`config.mk`:
```
export PLATFORM = sky130hd
export DESIGN_NAME = rr_arbiter_flat
export DESIGN_NICKNAME = d
export VERILOG_FILES = /design/src/rtl/arb_pkg.sv /design/src/rtl/rr_arbiter_if.sv /design/src/rtl/rr_arbiter_prio_enc.sv /design/src/rtl/rr_arbiter.sv /design/src/flat_wrapper.sv
export SDC_FILE = /design/constraint.sdc
export NUM_CORES = 1
export LEC_CHECK = 0
export ABC_AREA = 1
export CORE_MARGIN = 10
export CORE_UTILIZATION = 40
export DETAILED_ROUTE_END_ITERATION = 12
export PLACE_DENSITY = 0.77
export SLEW_MARGIN = 20
export SYNTH_ARGS = -nofsm -noshare
export SYNTH_HDL_FRONTEND = slang
export SYNTH_SLANG_ARGS = --single-unit
```
`constraint.sdc`:
```
create_clock -name clk -period 4.4 [get_ports clk]
set_input_delay 0.88 -clock clk [delete_from_list [all_inputs] [get_ports clk]]
set_output_delay 0.88 -clock clk [all_outputs]
set_load 0.03 [all_outputs]
```
`src/rtl/arb_pkg.sv`:
```
// Shared arbitration types and helpers for the round-robin arbiter family.
package arb_pkg;

   typedef enum logic {
      ARB_IDLE  = 1'b0,
      ARB_OWNED = 1'b1
   } arb_state_e;

   // Wraps explicitly at n, so any requester count works (not only powers of two).
   function automatic int unsigned rr_next(input int unsigned ptr, input int unsigned n);
      return (ptr + 1 >= n) ? 0 : ptr + 1;
   endfunction

endpackage

```
`src/rtl/rr_arbiter_if.sv`:
```
// Request/grant bundle between requesters (master) and the arbiter (slave).
interface rr_arbiter_if #(
   parameter int N = 8,
   parameter int W = $clog2(N)
);
   logic [N-1:0] req;
   logic [N-1:0] lock;
   logic [N-1:0] gnt;
   logic [W-1:0] gnt_id;
   logic         gnt_vld;

   modport master (output req, output lock, input gnt, input gnt_id, input gnt_vld);
   modport slave  (input req, input lock, output gnt, output gnt_id, output gnt_vld);
endinterface

```
`src/rtl/rr_arbiter_prio_enc.sv`:
```
// LSB-first fixed-priority encoder: one-hot, index and valid of the lowest set bit.
module prio_enc #(
   parameter int N = 8,
   parameter int W = $clog2(N)
) (
   input  logic [N-1:0] in,
   output logic [N-1:0] onehot,
   output logic [W-1:0] idx,
   output logic         vld
);

   assign onehot = in & (~in + N'(1));
   assign vld    = |in;

   always_comb begin
      idx = '0;
      for (int i = N - 1; i >= 0; i--) begin
         if (in[i]) idx = W'(i);
      end
   end

endmodule

```
`src/rtl/rr_arbiter.sv`:
```
// Round-robin arbiter with registered grant and lock, bounded by MAX_HOLD.
//   state | meaning
//   IDLE  | no grant outstanding, gnt_vld = 0
//   OWNED | gnt_id owns the resource, gnt_vld = 1
module rr_arbiter
   import arb_pkg::*;
#(
   parameter  int N        = 8,
   parameter  int MAX_HOLD = 16,
   localparam int W        = $clog2(N),
   localparam int HW       = (MAX_HOLD > 0) ? $clog2(MAX_HOLD + 1) : 1
) (
   input logic          clk,
   input logic          rst,
   rr_arbiter_if.slave  bus
);

   localparam logic [0:0] ST_IDLE  = 1'(ARB_IDLE);
   localparam logic [0:0] ST_OWNED = 1'(ARB_OWNED);
   localparam logic [HW-1:0] HOLD_LAST = (MAX_HOLD > 0) ? HW'(MAX_HOLD - 1) : '0;

   logic [0:0]    state;
   logic [W-1:0]  ptr;
   logic [HW-1:0] hold_cnt;
   logic [N-1:0]  gnt_q;
   logic [W-1:0]  gnt_id_q;

   logic [N-1:0]  mask;
   logic [N-1:0]  m_oh, u_oh, win_oh;
   logic [W-1:0]  m_id, u_id, win_id;
   logic          m_vld, u_vld, win_vld;
   logic          lim_hit, keep;

   always_comb begin
      mask = '0;
      for (int i = 0; i < N; i++) mask[i] = (i >= int'(ptr));
   end

   prio_enc #(.N(N), .W(W)) u_masked (
      .in     (bus.req & mask),
      .onehot (m_oh),
      .idx    (m_id),
      .vld    (m_vld)
   );

   prio_enc #(.N(N), .W(W)) u_plain (
      .in     (bus.req),
      .onehot (u_oh),
      .idx    (u_id),
      .vld    (u_vld)
   );

   assign win_oh  = m_vld ? m_oh : u_oh;
   assign win_id  = m_vld ? m_id : u_id;
   assign win_vld = m_vld | u_vld;

   // Lock is honoured only for the current owner and only while it still requests.
   assign lim_hit = (MAX_HOLD > 0) && (hold_cnt == HOLD_LAST);
   assign keep    = (state == ST_OWNED) && bus.req[gnt_id_q] && bus.lock[gnt_id_q] && !lim_hit;

   always_ff @(posedge clk) begin
      if (rst) begin
         state    <= ST_IDLE;
         ptr      <= '0;
         hold_cnt <= '0;
         gnt_q    <= '0;
         gnt_id_q <= '0;
      end else if (keep) begin
         hold_cnt <= hold_cnt + HW'(1);
      end else if (win_vld) begin
         state    <= ST_OWNED;
         gnt_q    <= win_oh;
         gnt_id_q <= win_id;
         ptr      <= W'(rr_next(32'(win_id), N));
         hold_cnt <= '0;
      end else begin
         state    <= ST_IDLE;
         gnt_q    <= '0;
         hold_cnt <= '0;
      end
   end

   assign bus.gnt     = gnt_q;
   assign bus.gnt_id  = gnt_id_q;
   assign bus.gnt_vld = (state == ST_OWNED);

endmodule

```
`src/flat_wrapper.sv`:
```
// flat-port wrapper written by rule: the top's interface ports become plain ports
module rr_arbiter_flat import arb_pkg::*;
#(
   parameter  int N        = 8,
   parameter  int MAX_HOLD = 16,
   localparam int W        = $clog2(N),
   localparam int HW       = (MAX_HOLD > 0) ? $clog2(MAX_HOLD + 1) : 1
)
  (clk, rst, bus_req, bus_lock, bus_gnt, bus_gnt_id, bus_gnt_vld);
  rr_arbiter_if #(.N(N)) bus_i ();
  input logic clk;
  input logic rst;
  input wire logic [$bits(bus_i.req)-1:0] bus_req;
  input wire logic [$bits(bus_i.lock)-1:0] bus_lock;
  output wire logic [$bits(bus_i.gnt)-1:0] bus_gnt;
  output wire logic [$bits(bus_i.gnt_id)-1:0] bus_gnt_id;
  output wire logic [$bits(bus_i.gnt_vld)-1:0] bus_gnt_vld;
  assign bus_i.req = bus_req;
  assign bus_i.lock = bus_lock;
  assign bus_gnt = bus_i.gnt;
  assign bus_gnt_id = bus_i.gnt_id;
  assign bus_gnt_vld = bus_i.gnt_vld;
  rr_arbiter #(.N(N), .MAX_HOLD(MAX_HOLD)) u_core (.clk(clk), .rst(rst), .bus(bus_i));
endmodule
```
After elaboration in Yosys (flattened, before gate mapping):

Index checks and enable logic that the tools add are counted.

* reductions and logical operators: 8
* equal/unequal tests: 1
* add/sub/neg operators: 4
* bitwise gates (word level): 7
* magnitude comparators: 9
* muxes and demuxes: 25

Operator list (count)
* 2-to-1 mux 3 bit: 18
* AND 8 bit: 3
* adder 8 x 1 -> 8 bit, second input constant: 2
* 2-to-1 mux 8 bit: 2
* NOT 8 bit: 2
* OR reduction 8 bit: 2
* >= comparator 3 bit, first input constant: 3
* binary-select mux 1 bit (select 3 bit): 2
* >= comparator 1 x 3 -> 1 bit, first input constant: 2
* >= comparator 2 x 3 -> 1 bit, first input constant: 2
* adder 5 x 1 -> 5 bit, second input constant: 1
* equality test 5 x 4 -> 1 bit, second input constant: 1
* adder 3 x 1 -> 4 bit, second input constant: 1
* >= comparator 4 bit, second input constant: 1
* less-than comparator 3 x 4 -> 1 bit, second input constant: 1
* logical AND 1 bit: 3
* 2-to-1 mux 1 bit: 3
* AND reduction 2 bit: 1
* OR reduction 2 bit: 1
* zero test 1 bit: 1
* NOT 1 bit: 1
* OR 1 bit: 1

* output and inout port bits: 12
* register bits after elaboration: 20

Longest topological paths before layout:

* word-level depth: 14
* mapped depth: 15

Cells and area by module:

A second synthesis with hierarchy kept.

* cell total of the unflattened synthesis: 219
* area total of the unflattened synthesis: 1375.1 sq um

By module, submodules not included
* rr_arbiter: area each 1057.3 sq um, cells an instance 147, times used 1
* prio_enc: area each 158.9 sq um, cells an instance 36, times used 2

Worst setup path before layout:

No wires, ideal clock.

* kind: input to register
* start: in bus_req[3]
* end: reg u_core.ptr[2]
* data arrival time: 2.150 ns
* stages on the path: 14
* path buffers: 0
* slack: 2.178 ns
* cells stage by stage: inv_1 -> nor2_1 -> inv_1 -> nand2_2 -> nor2_4 -> nand2_4 -> o21ai_1 -> inv_1 -> ha_1 -> inv_1 -> nand3_1 -> nand2_1 -> nand3_1 -> a21oi_1

* word-level cells in the longest chain between the ends: 9
* elaborated cells on any way between the ends: 23
* those cells by class: 1 x add/sub; 1 x order compare; 12 x mux; 3 x bitwise; 6 x reduce/logical

Ends and longest elaborated chain
* from (decl): line flat_wrapper.sv:13 `input wire logic [$bits(bus_i.req)-1:0] bus_req;`
* AND 8 bit: line rr_arbiter.sv:40 `.in (bus.req & mask),`
* 2-to-1 mux 3 bit (4 in series): line rr_arbiter_prio_enc.sv:18 `if (in[i]) idx = W'(i);`
* 2-to-1 mux 3 bit (*): line rr_arbiter.sv:54 `assign win_id = m_vld ? m_id : u_id;`
* net u_core.win_id[1]: line rr_arbiter.sv:30 `logic [W-1:0] m_id, u_id, win_id;`
* adder 3 x 1 -> 4 bit (*): line arb_pkg.sv:11 `return (ptr + 1 >= n) ? 0 : ptr + 1;`
* >= comparator 4 bit: line arb_pkg.sv:11
* 2-to-1 mux 3 bit (*): line arb_pkg.sv:11
* to (signal assigned): line rr_arbiter.sv:74 `ptr <= W'(rr_next(32'(win_id), N));`
* to (decl): line rr_arbiter.sv:23 `logic [W-1:0] ptr;`

The timed path passes the listed nets; every way through them passes the cells marked *. The select of a mux whose other input is x is not followed.
A chain may end at the register's enable or synchronous reset.

Final worst setup path:

Ends and elaborated chain as after synthesis.

==> results.sh <==
export IMPL_p_sw_frac=0.4213
export IMPL_hold_depth=2
export IMPL_place_hpwl_um=2773
export IMPL_crit_top_cell="inv_1"
export IMPL_design_area_sq_mm=0.001690
export IMPL_p_seq_frac=0.337
export IMPL_timing_critical_path_buf_inv=5
export IMPL_insertion_delay_ns=0.31
export IMPL_mappedNetlistArea_sq_mm=0.001296
export IMPL_critical_path_max_stage_delay_ns=0.46
export IMPL_power_density_mw_per_mm2=449.5
export IMPL_antenna_found_initial=0
export IMPL_switchingPower_mw=0.3201
export IMPL_final_util=0.5492
export IMPL_r2r_slack_ns=2.41
export IMPL_synth_top_family_by_area="simple AND/OR/NAND/NOR gates"
export IMPL_drive_gt1_frac=0.1174
export IMPL_skew_ns=0.01595
export IMPL_synthTopCellsByCount="nand2_1, nand3_1, inv_1"
export IMPL_fin_nets=252
export IMPL_synthSimpleGateAreaFrac=0.4681
export IMPL_synth_edff_count=0
export IMPL_die_y_um=76.93
export IMPL_maxSlewViolCount=0
export IMPL_fmax_ghz=0.3882
export IMPL_htree_levels=1
export IMPL_reg2reg_depth=13
export IMPL_hold_class="reg2reg"
export IMPL_die_x_um=76.93
export IMPL_critical_path_top_delay_family="buffers and inverters"
export IMPL_wl_per_cell_um=11.82
export IMPL_slew_headroom=0.7079
export IMPL_synthMuxAreaShare=0
export IMPL_worstMarginPinSlew_ns=0.4368
export IMPL_synth_compound_gate_area_share=0.1100
export IMPL_post_cts_setup_buffers=0
export IMPL_cts_resized=0
export IMPL_combPwrFrac=0.465
export IMPL_via_per_inst=4.898
export IMPL_numCtsBuffers=3
export IMPL_ys_async_sr_fraction=0
export IMPL_p_clk_frac=0.197
export IMPL_netlist_instances=198
export IMPL_path_clk_slew_ns=0.10
export IMPL_placed_cell_area_sq_mm=0.001638
export IMPL_hold_viol_final=0
export IMPL_crit_arrival_ns=2.81
export IMPL_rows=20
export IMPL_track_usage=0.1105
export IMPL_status="complete, no violations"
export IMPL_dieArea_sq_mm=0.005917
export IMPL_postCtsHoldBufs=0
export IMPL_leakagePower_nw=0.7290
export IMPL_crit_path_start_kind="primary input"
export IMPL_synth_top_area_cell="dfxtp_1"
export IMPL_synthFlopType="dfxtp_1"
export IMPL_synth_seq_cells=20
export IMPL_internal_power_mw=0.4397
export IMPL_final_antenna_net_count=0
export IMPL_start_util=0.4211
export IMPL_drv_cap=0
export IMPL_ys_seq_area_frac=0.3089
export IMPL_grt_max_degree=13
export IMPL_synth_area_leaders="dfxtp_1, nand2_1, nand3_1"
export IMPL_setup_viol=0
export IMPL_synth_fa_ha_area_frac=0.02896
export IMPL_io_buffers=29
export IMPL_end_kind="flop"
export IMPL_avgSynthCellArea_sq_um=6.547
export IMPL_grt_pass1_vias=1288
export IMPL_tritoncts="built"
export IMPL_drc=0
export IMPL_crit_chain="clkdlybuf4s50_1 -> inv_1 -> nor2_1 -> inv_1 -> nand2_2 -> nor2_4 -> nand2_4 -> o21ai_1 -> inv_1 -> ha_1 -> inv_1 -> nand3_1 -> nand2_1 -> nand3_1 -> a21oi_1"
export IMPL_io_pins=30
export IMPL_gp_congestion=0.8971
export IMPL_critPathMaxFanout=9
export IMPL_min_period_ns=2.576
export IMPL_wirelength_um=3238
export IMPL_cts_sinks=20
export IMPL_min_from="u_core.bus.gnt[2]"
export IMPL_area_growth_pct=30.41
export IMPL_grt_overflow=0
export IMPL_routed_via_count=1342
export IMPL_drt_iter0_drc=49
export IMPL_finalSetupTns_ns=0
export IMPL_syn_num_nets=219
export IMPL_synth_most_common_cell="nand2_1"
export IMPL_rsz0062_at_grt="no"
export IMPL_reg2reg_from="u_core.ptr[1]"
export IMPL_period_share=0.5855
export IMPL_synth_top_area_share=0.3089
export IMPL_dr_pass1_iters=4
export IMPL_ir_worst_vdd_uv=292.3
export IMPL_worstPathRequired_ns=4.63
export IMPL_synth_cell_types=25
export IMPL_crit_type="in2reg"
export IMPL_cp_depth=15
export IMPL_coreArea_sq_mm=0.003078
export IMPL_whs_endpoint="u_core.bus.gnt[2]"
export IMPL_synth_xor_area_share=0.006757
export IMPL_ctsRootBufferMaster="clkbuf_4"
export IMPL_cpMaxStageDelayCell="clkdlybuf4s50_1"
export IMPL_yosysWarnings=0
export IMPL_cts_path_max_buffers=2
export IMPL_r2r_end="u_core.ptr[2]"
export IMPL_diodes=0
export IMPL_grt_pass1_wl_um=5589
## power by group through the flow
stage	Sequential, mW	Clock, mW	Combinational (mW)
5_1_grt	0.261	0.157	0.398
3_5_place_dp	0.260	0	0.356
6_report	0.256	0.150	0.354
4_1_cts	0.256	0.152	0.357
2_1_floorplan	0.290	0	0.213
3_3_place_gp	0.260	0	0.355
## cells in the final DEF (no fill, tap or decap), types with 2 or more instances in the layout
master | synthesis | layout
a21oi_1 | 6 | 6
a31oi_1 | 2 | 2
clkbuf_4 | 0 | 3
clkdlybuf4s50_1 | 0 | 29
dfxtp_1 | 20 | 20
ha_1 | 3 | 3
inv_1 | 22 | 22
inv_2 | 2 | 2
nand2_1 | 50 | 50
nand2_2 | 8 | 8
nand2_4 | 2 | 2
nand3_1 | 31 | 31
nand3_2 | 3 | 3
nand4_1 | 2 | 2
nor2_1 | 20 | 20
nor2_4 | 3 | 3
o21ai_0 | 11 | 11
o21ai_1 | 4 | 4
## flip-flops by register name, indices dropped and copies added (netlist names)
register	count
u_core.bus.gnt_id	3
u_core.bus.gnt	8
u_core.hold_cnt	5
u_core.ptr	3
u_core.bus.gnt_vld	1
## tightest hold or removal path: cells and delay by family, from the launching register on
kind / cells / cell delay (ns)
AOI/OAI and AO/OA: 1 / 0.05
DFF: 1 / 0.32
and+or+nand+nor: 1 / 0.05
## how the worst max path moves through the flow
stage / startpoint / end / slack [ns]
floorplan: bus_req[3] / u_core.ptr[2] / 2.18
global placement: bus_req[3] / u_core.ptr[2] / 1.57
detailed placement: bus_req[3] / u_core.ptr[2] / 1.50
CTS: bus_req[3] / u_core.ptr[2] / 1.83
global route: bus_req[3] / u_core.ptr[2] / 1.60
finish: bus_req[3] / u_core.ptr[2] / 1.82
## through the flow
step                      worst slack (ns)  std cells  hold slack [ns]  total power, mW
after CTS                            1.825        274           0.4607           0.7655
after floorplan                      2.178        198           0.4175           0.5032
after global placement               1.570        270           0.4281           0.6153
final                                1.824        274           0.4545           0.7598
after global routing                 1.597        274           0.4709           0.8167
after detailed placement             1.503        270           0.4371           0.6164
## area by class of cell
| cell class | count | area [sq um] |
|---|---|---|
| clock buffers | 3 | 22.52 |
| clock inverters | 1 | 30.03 |
| fillers | 327 | 1388 |
| inverters | 25 | 96.34 |
| multi-input cells | 152 | 795.8 |
| flip-flops and latches | 20 | 400.4 |
| well taps | 44 | 55.05 |
| repair buffers | 29 | 290.3 |
## routing by layer
layer / global-route usage / share of wire / vias up
met2: 0.1779 / 0.44 / 38
met5: 0 / 0 / -
li1: - / - / 712
met3: 0.04429 / 0.083 / 4
met1: 0.1309 / 0.47 / 588
met4: 0.03346 / 0.013 / 0
## cell families after synthesis
| family | Yosys count |
|---|---|
| and+or+nand+nor | 123 |
| buffers and inverters | 26 |
| AOI/OAI and AO/OA | 25 |
| DFF | 20 |
| adders and majority gates | 3 |
| xor gates and xnor gates | 1 |
Power figures use the tool's default switching activity.
